--- src/rtl/out_bus_arbiter.sv ---
// out_bus_arbiter
// Shares the executor output-register/strobe bus between two requesters:
// requester 0 (s3g_executor, host commands) and requester 1 (buf_executor,
// FIFO program). A grant covers a whole burst, so an OUTPUT...STB sequence
// from one requester is never interleaved with the other. Simultaneous
// requests are resolved round-robin. A watchdog takes the bus back from an
// owner that stays idle for TIMEOUT cycles, and bars that owner until it
// drops its request.
//
// Ports:
//   clk, rst               clock, synchronous active-high reset
//   rqK_req                bus request, held for the whole burst
//   rqK_addr/data          register address / data of a beat
//   rqK_wr, rqK_stb        write strobe / strobe bits (one beat per cycle)
//   rqK_gnt                registered grant
//   rqK_ack                one-cycle pulse per accepted beat
//   out_addr/out_data      shared bus address/data (held between beats)
//   out_wr, out_stb        shared write pulse / strobe pulses
//   owner                  index of the last or current grantee
//   timeout_err            one-cycle pulse on a watchdog release
module out_bus_arbiter #(
    parameter int ADDR_WIDTH = 6,
    parameter int DATA_WIDTH = 32,
    parameter int STB_WIDTH  = 32,
    parameter int TIMEOUT    = 1024
) (
    input  logic                  clk,
    input  logic                  rst,
    input  logic                  rq0_req,
    input  logic [ADDR_WIDTH-1:0] rq0_addr,
    input  logic [DATA_WIDTH-1:0] rq0_data,
    input  logic                  rq0_wr,
    input  logic [STB_WIDTH-1:0]  rq0_stb,
    input  logic                  rq1_req,
    input  logic [ADDR_WIDTH-1:0] rq1_addr,
    input  logic [DATA_WIDTH-1:0] rq1_data,
    input  logic                  rq1_wr,
    input  logic [STB_WIDTH-1:0]  rq1_stb,
    output logic                  rq0_gnt,
    output logic                  rq1_gnt,
    output logic                  rq0_ack,
    output logic                  rq1_ack,
    output logic [ADDR_WIDTH-1:0] out_addr,
    output logic [DATA_WIDTH-1:0] out_data,
    output logic                  out_wr,
    output logic [STB_WIDTH-1:0]  out_stb,
    output logic                  owner,
    output logic                  timeout_err
);

    localparam int CW = $clog2(TIMEOUT) + 1;
    localparam logic [CW-1:0] WD_LAST = CW'(TIMEOUT - 1);

    typedef enum logic [1:0] {IDLE, GNT0, GNT1} state_t;

    state_t          state;
    logic            rr_last;
    logic [CW-1:0]   wd_cnt;
    logic            bar0, bar1;

    logic            elig0, elig1;
    logic            cur_sel;
    logic            cur_req, cur_gnt, cur_wr, beat;
    logic [STB_WIDTH-1:0]  cur_stb;
    logic [ADDR_WIDTH-1:0] cur_addr;
    logic [DATA_WIDTH-1:0] cur_data;

    // Both grant states share one datapath; cur_sel picks the owner's inputs.
    always_comb begin
        elig0    = rq0_req & ~bar0;
        elig1    = rq1_req & ~bar1;
        cur_sel  = (state == GNT1);
        cur_req  = cur_sel ? rq1_req  : rq0_req;
        cur_gnt  = cur_sel ? rq1_gnt  : rq0_gnt;
        cur_wr   = cur_sel ? rq1_wr   : rq0_wr;
        cur_stb  = cur_sel ? rq1_stb  : rq0_stb;
        cur_addr = cur_sel ? rq1_addr : rq0_addr;
        cur_data = cur_sel ? rq1_data : rq0_data;
        beat     = cur_gnt & (cur_wr | (|cur_stb));
    end

    always_ff @(posedge clk) begin
        if (rst) begin
            state       <= IDLE;
            rr_last     <= 1'b1;
            wd_cnt      <= '0;
            bar0        <= 1'b0;
            bar1        <= 1'b0;
            rq0_gnt     <= 1'b0;
            rq1_gnt     <= 1'b0;
            rq0_ack     <= 1'b0;
            rq1_ack     <= 1'b0;
            out_addr    <= '0;
            out_data    <= '0;
            out_wr      <= 1'b0;
            out_stb     <= '0;
            owner       <= 1'b0;
            timeout_err <= 1'b0;
        end else begin
            out_wr      <= 1'b0;
            out_stb     <= '0;
            rq0_ack     <= 1'b0;
            rq1_ack     <= 1'b0;
            timeout_err <= 1'b0;
            if (!rq0_req) bar0 <= 1'b0;
            if (!rq1_req) bar1 <= 1'b0;

            case (state)
                IDLE: begin
                    // rr_last=1 means requester 1 went last, so 0 wins a tie.
                    if (elig0 && (!elig1 || rr_last)) begin
                        state   <= GNT0;
                        rq0_gnt <= 1'b1;
                        rr_last <= 1'b0;
                        owner   <= 1'b0;
                        wd_cnt  <= '0;
                    end else if (elig1) begin
                        state   <= GNT1;
                        rq1_gnt <= 1'b1;
                        rr_last <= 1'b1;
                        owner   <= 1'b1;
                        wd_cnt  <= '0;
                    end
                end

                GNT0, GNT1: begin
                    // A beat in the release cycle is still forwarded.
                    if (beat) begin
                        out_addr <= cur_addr;
                        out_data <= cur_data;
                        out_wr   <= cur_wr;
                        out_stb  <= cur_stb;
                        if (cur_sel) rq1_ack <= 1'b1;
                        else         rq0_ack <= 1'b1;
                    end

                    if (!cur_req) begin
                        state   <= IDLE;
                        rq0_gnt <= 1'b0;
                        rq1_gnt <= 1'b0;
                        wd_cnt  <= '0;
                    end else if (beat) begin
                        wd_cnt <= '0;
                    end else if (wd_cnt == WD_LAST) begin
                        state       <= IDLE;
                        rq0_gnt     <= 1'b0;
                        rq1_gnt     <= 1'b0;
                        timeout_err <= 1'b1;
                        if (cur_sel) bar1 <= 1'b1;
                        else         bar0 <= 1'b1;
                    end else begin
                        wd_cnt <= wd_cnt + CW'(1);
                    end
                end

                default: state <= IDLE;
            endcase
        end
    end

endmodule

--- config.mk ---
export PLATFORM = sky130hd
export DESIGN_NAME = out_bus_arbiter
export DESIGN_NICKNAME = d
export VERILOG_FILES = /design/src/rtl/out_bus_arbiter.sv
export SDC_FILE = /design/constraint.sdc
export NUM_CORES = 1
export LEC_CHECK = 0
export CORE_MARGIN = 2
export CORE_UTILIZATION = 36
export CTS_CLUSTER_SIZE = 25
export DETAILED_ROUTE_END_ITERATION = 8
export PLACE_DENSITY = 0.82
export SLEW_MARGIN = 20
export SYNTH_ARGS = -nofsm -noshare
export SYNTH_HDL_FRONTEND = slang
export SYNTH_SLANG_ARGS = --single-unit
--- constraint.sdc ---
create_clock -name clk -period 2.5 [get_ports clk]
set_input_delay 0.375 -clock clk [delete_from_list [all_inputs] [get_ports clk]]
set_output_delay 0.375 -clock clk [all_outputs]
set_load 0.02 [all_outputs]
==> impl_metrics.ini <==
[power]
power_w = 0.00427
pwr-share-seq_pct = 37.9
cellInternalPower_w = 0.00307
power.leakage_nw = 2.45
ir_worst_vdd_mv = 0.422
netSwitchingFraction_pct = 28.1
p_clk_share_pct = 34.5
share_of_total_power_in_combinational_logic_pct = 27.6
power.net_switching_w = 0.00120
pwr_density_cell_nw_per_um2 = 587

[global_routing]
antenna_violations_before_repair = 0
grt.total_usage_pct = 21.5
first_global_vias = 4356
grt_max_degree = 36
grt-ovfl-total = 0
grt_pass1_wl_mm = 21.8

[detailed_routing]
wl_per_cell_um = 16.9
dr_total_vias = 4353
drt_wl_total_mm = 14.0
route.detailed.vias_per_inst = 5.26
number_of_violations_reported_at_the_end_of_detailed_routing_iteration_0 = 217
routedLengthMet1_mm = 5.39
dr.pass1.iters = 4
post-route-drc-count = 0
topRoutingLayerUsed = met4
route.met3.wl_um = 961
met2WireLength_mm = 7.22
final_antenna_net_count = 0

[setup_path]
critPathMaxFanout = 7
setup.worst_path.start_class = primary input
critical_path.most_common_cell = sky130_fd_sc_hd__buf_4
criticalPathCategory = primary input to flop
crit_arrival_ns = 2.67
cp.required_ns = 2.77
worst_setup_end_kind = flop
max_stage_delay_ns = 0.46
timing.critical_path.cells = clkdlybuf4s50_1 > nor4_2 > buf_4 > nand3_1 > a222oi_1 > buf_4 > o2bb2ai_4 > buf_12 > nand4_1 > a31oi_1
critPathSlowestCell = sky130_fd_sc_hd__clkdlybuf4s50_1

[cts]
tritoncts = yes
clock_pin_transition_on_the_worst_setup_and_hold_timing_paths_ns = 0.07
worstSkewPairLatency_ns = 0.34
cts_buffer_depth = 2
number_of_h_tree_levels = 3
cts.hold.buffers_added = 0
clockRootBuffer = sky130_fd_sc_hd__clkbuf_16
numCtsBuffers = 9
cts.sink_count = 93

[finish]
num-nets-final = 829
finish.instance_area_um2 = 7280
synthToLayoutAreaGrowth_pct = 71.3
layout.core_utilization_pct = 63.5
diode_count = 0
final_layout_size_suffix_gt1_share_pct = 14.0

[logic_synthesis]
postSynthAreaPerCell_um2 = 9.59
post_synth_fa_ha_maj_area_fraction_pct = 1.18
synth_fp_nets = 593
postSynthCellCount = 443
total_standard_cell_area_after_synthesis_um2 = 4250
netlist-cell-type-count = 40
portion_of_netlist_area_occupied_by_mux_cells_pct = 17.2
yosys_warnings = 0
synth-seq-cells = 93
synth_simple_gate_area_share_pct = 17.4
combinational_family_with_the_most_area_after_synthesis = simple AND/OR/NAND/NOR gates
synth-compound-area-share_pct = 16.1
post_synth_xor_area_fraction_pct = 0
synth_seq_area_share_pct = 43.8

[sta]
period_share_pct = 96.2
timing.final.setup_violations = 0
final_max_slew_viol_count = 0
postLayoutSetupSlackWorst_ns = 0.0955
max_slew.worst_pin.slew_ns = 0.577
worst_slew_margin_rel_pct = 61.5
clock_skew_ns = 0.00656
finalHoldViolations = 0
grt_setup_unrepaired = no
max_freq_ghz = 0.416
hold_slack_ns = 0.488
final_period_minus_worst_setup_slack_ns = 2.40

[die]
die_area_um2 = 12700
design.core.area_um2 = 11500
fp.dieW_um = 113
std_cell_rows = 39
ioPinCount = 223
die-height_um = 113
floorplan.initialDensity_pct = 37.1

[placement]
detailedPlace.worstSlack_ns = -0.324
dpl.hpwl_mm = 10.7
gpl.final_weighted_congestion = 0.926
placed_instance_area_um2 = 6800
port_buffers = 222

[min_path]
holdCritPathClass = flop to flop

[job]
max_cap_viol_count = 0

[status]
run_status = complete, no violations
## path summary, 6_finish.rpt
| check | start | endpoint | depth (start not counted) | slack, ns |
|---|---|---|---|---|
| hold reg to reg | bar0 | bar0 | 2 | 0.49 |
| hold / removal | bar0 | bar0 | 2 | 0.49 |
| setup reg to reg | state[0] | wd_cnt[1] | 10 | 0.17 |
| setup / recovery | rq1_stb[18] | wd_cnt[1] | 10 | 0.1 |
## cell families (layout without fill, tap and decap cells)
kind of cell,count (synthesis),count (layout)
compound gates,75,75
mux,73,73
flops,93,93
simple gates,162,162
fa+ha+maj,4,4
buf+inv,36,277
## state kept, by name (all words and copies together), names as in the netlist
signal	flops
rr_last	1
owner	1
timeout_err	1
rq0_gnt	1
rq1_ack	1
out_addr	6
rq1_gnt	1
state	2
out_wr	1
out_stb	32
wd_cnt	11
bar0	1
out_data	32
bar1	1
rq0_ack	1
## critical path, delay by kind of cell
family	cells	cell delay, ns
compound gates	3	0.82
simple gates	3	0.47
buf+inv	4	1.00
## power groups by stage
| stage | Combinational, W | Clock (W) | Sequential (W) |
|---|---|---|---|
| floorplan | 0.000485 | 0 | 0.00174 |
| global placement | 0.00111 | 0 | 0.00164 |
| detailed placement | 0.00113 | 0 | 0.00165 |
| CTS | 0.00115 | 0.00150 | 0.00162 |
| global route | 0.00126 | 0.00157 | 0.00163 |
| finish | 0.00118 | 0.00147 | 0.00162 |
## Yosys cell counts
cell                        count  area share (%)
sky130_fd_sc_hd__or4_1          1            0.18
sky130_fd_sc_hd__buf_1          1           0.088
sky130_fd_sc_hd__and4_1         1            0.21
sky130_fd_sc_hd__buf_6          5             1.3
sky130_fd_sc_hd__nor4_1        15             2.2
sky130_fd_sc_hd__mux2_2         1            0.26
sky130_fd_sc_hd__nand2b_1       3            0.44
sky130_fd_sc_hd__a41oi_1        1            0.21
sky130_fd_sc_hd__o21ai_0        1            0.12
sky130_fd_sc_hd__a21o_1         2            0.35
sky130_fd_sc_hd__buf_2          6            0.71
sky130_fd_sc_hd__clkbuf_1      18             1.6
sky130_fd_sc_hd__and2_1         1            0.15
sky130_fd_sc_hd__mux2i_1       72              17
sky130_fd_sc_hd__nor2b_1        2            0.29
sky130_fd_sc_hd__a32oi_1        2            0.41
sky130_fd_sc_hd__nor4b_1        2            0.41
sky130_fd_sc_hd__nand4_1        5            0.74
sky130_fd_sc_hd__nor3_1        11             1.3
sky130_fd_sc_hd__o21a_1         1            0.18
sky130_fd_sc_hd__clkbuf_2       1            0.12
sky130_fd_sc_hd__nor3b_1        1            0.18
sky130_fd_sc_hd__nand3_1       15             1.8
sky130_fd_sc_hd__ha_1           4             1.2
sky130_fd_sc_hd__and3_1         2            0.29
sky130_fd_sc_hd__nor2_1        83             7.3
sky130_fd_sc_hd__o21ai_1        3            0.35
sky130_fd_sc_hd__a21oi_1       11             1.3
sky130_fd_sc_hd__o2bb2ai_2      1            0.35
sky130_fd_sc_hd__a211oi_1      11             1.9
sky130_fd_sc_hd__nand2_1       18             1.6
sky130_fd_sc_hd__nand4b_1       1            0.21
sky130_fd_sc_hd__dfxtp_1       93              44
sky130_fd_sc_hd__a222oi_1       1            0.24
sky130_fd_sc_hd__a311oi_1       2            0.41
sky130_fd_sc_hd__inv_1          5            0.44
sky130_fd_sc_hd__or3_1          1            0.15
sky130_fd_sc_hd__a31oi_1        7             1.0
sky130_fd_sc_hd__a211oi_2      30             8.8
sky130_fd_sc_hd__o21bai_1       2            0.35
## placed cells by master, fill, tap and decap left out, drive strengths merged, types with 10 or more instances in the layout
cell type and count:
nor2 83, buf 34, mux2i 72, nand2 18, a211oi 41, clkbuf 10, a21oi 11, nand3 15
nor4 15, clkdlybuf4s50 221, dfxtp 93, nor3 11
## stage by stage
stage | TNS [ns] | instances
3_5_place_dp | -16.65 | 807
4_1_cts | 0 | 825
5_1_grt | 0 | 827
3_3_place_gp | -17.48 | 807
2_1_floorplan | 0 | 443
6_report | 0 | 827
## final cells by class
class	instances	area (um2)
Sequential cell	93	1860
Clock inverter	7	98.8
Timing Repair Buffer	256	2570
Clock buffer	9	225
Multi-Input combinational cell	314	2320
Tap cell	143	179
Inverter	5	18.8
Fill cell	876	4190
## routing by layer
layer	up-vias	GRT usage, %
met5	-	0
met4	0	8.70
met3	32	5.45
met2	183	39.6
met1	2050	23.5
li1	2088	-
## timing repair
action | CTS | global route
buffers inserted | 2 | 1
cloned | 0 | 1
gates resized for setup | 6 | 11
pin swaps | 1 | 6
setup endpoints to repair | 77 | 83
(Power assumes the default switching activity.)
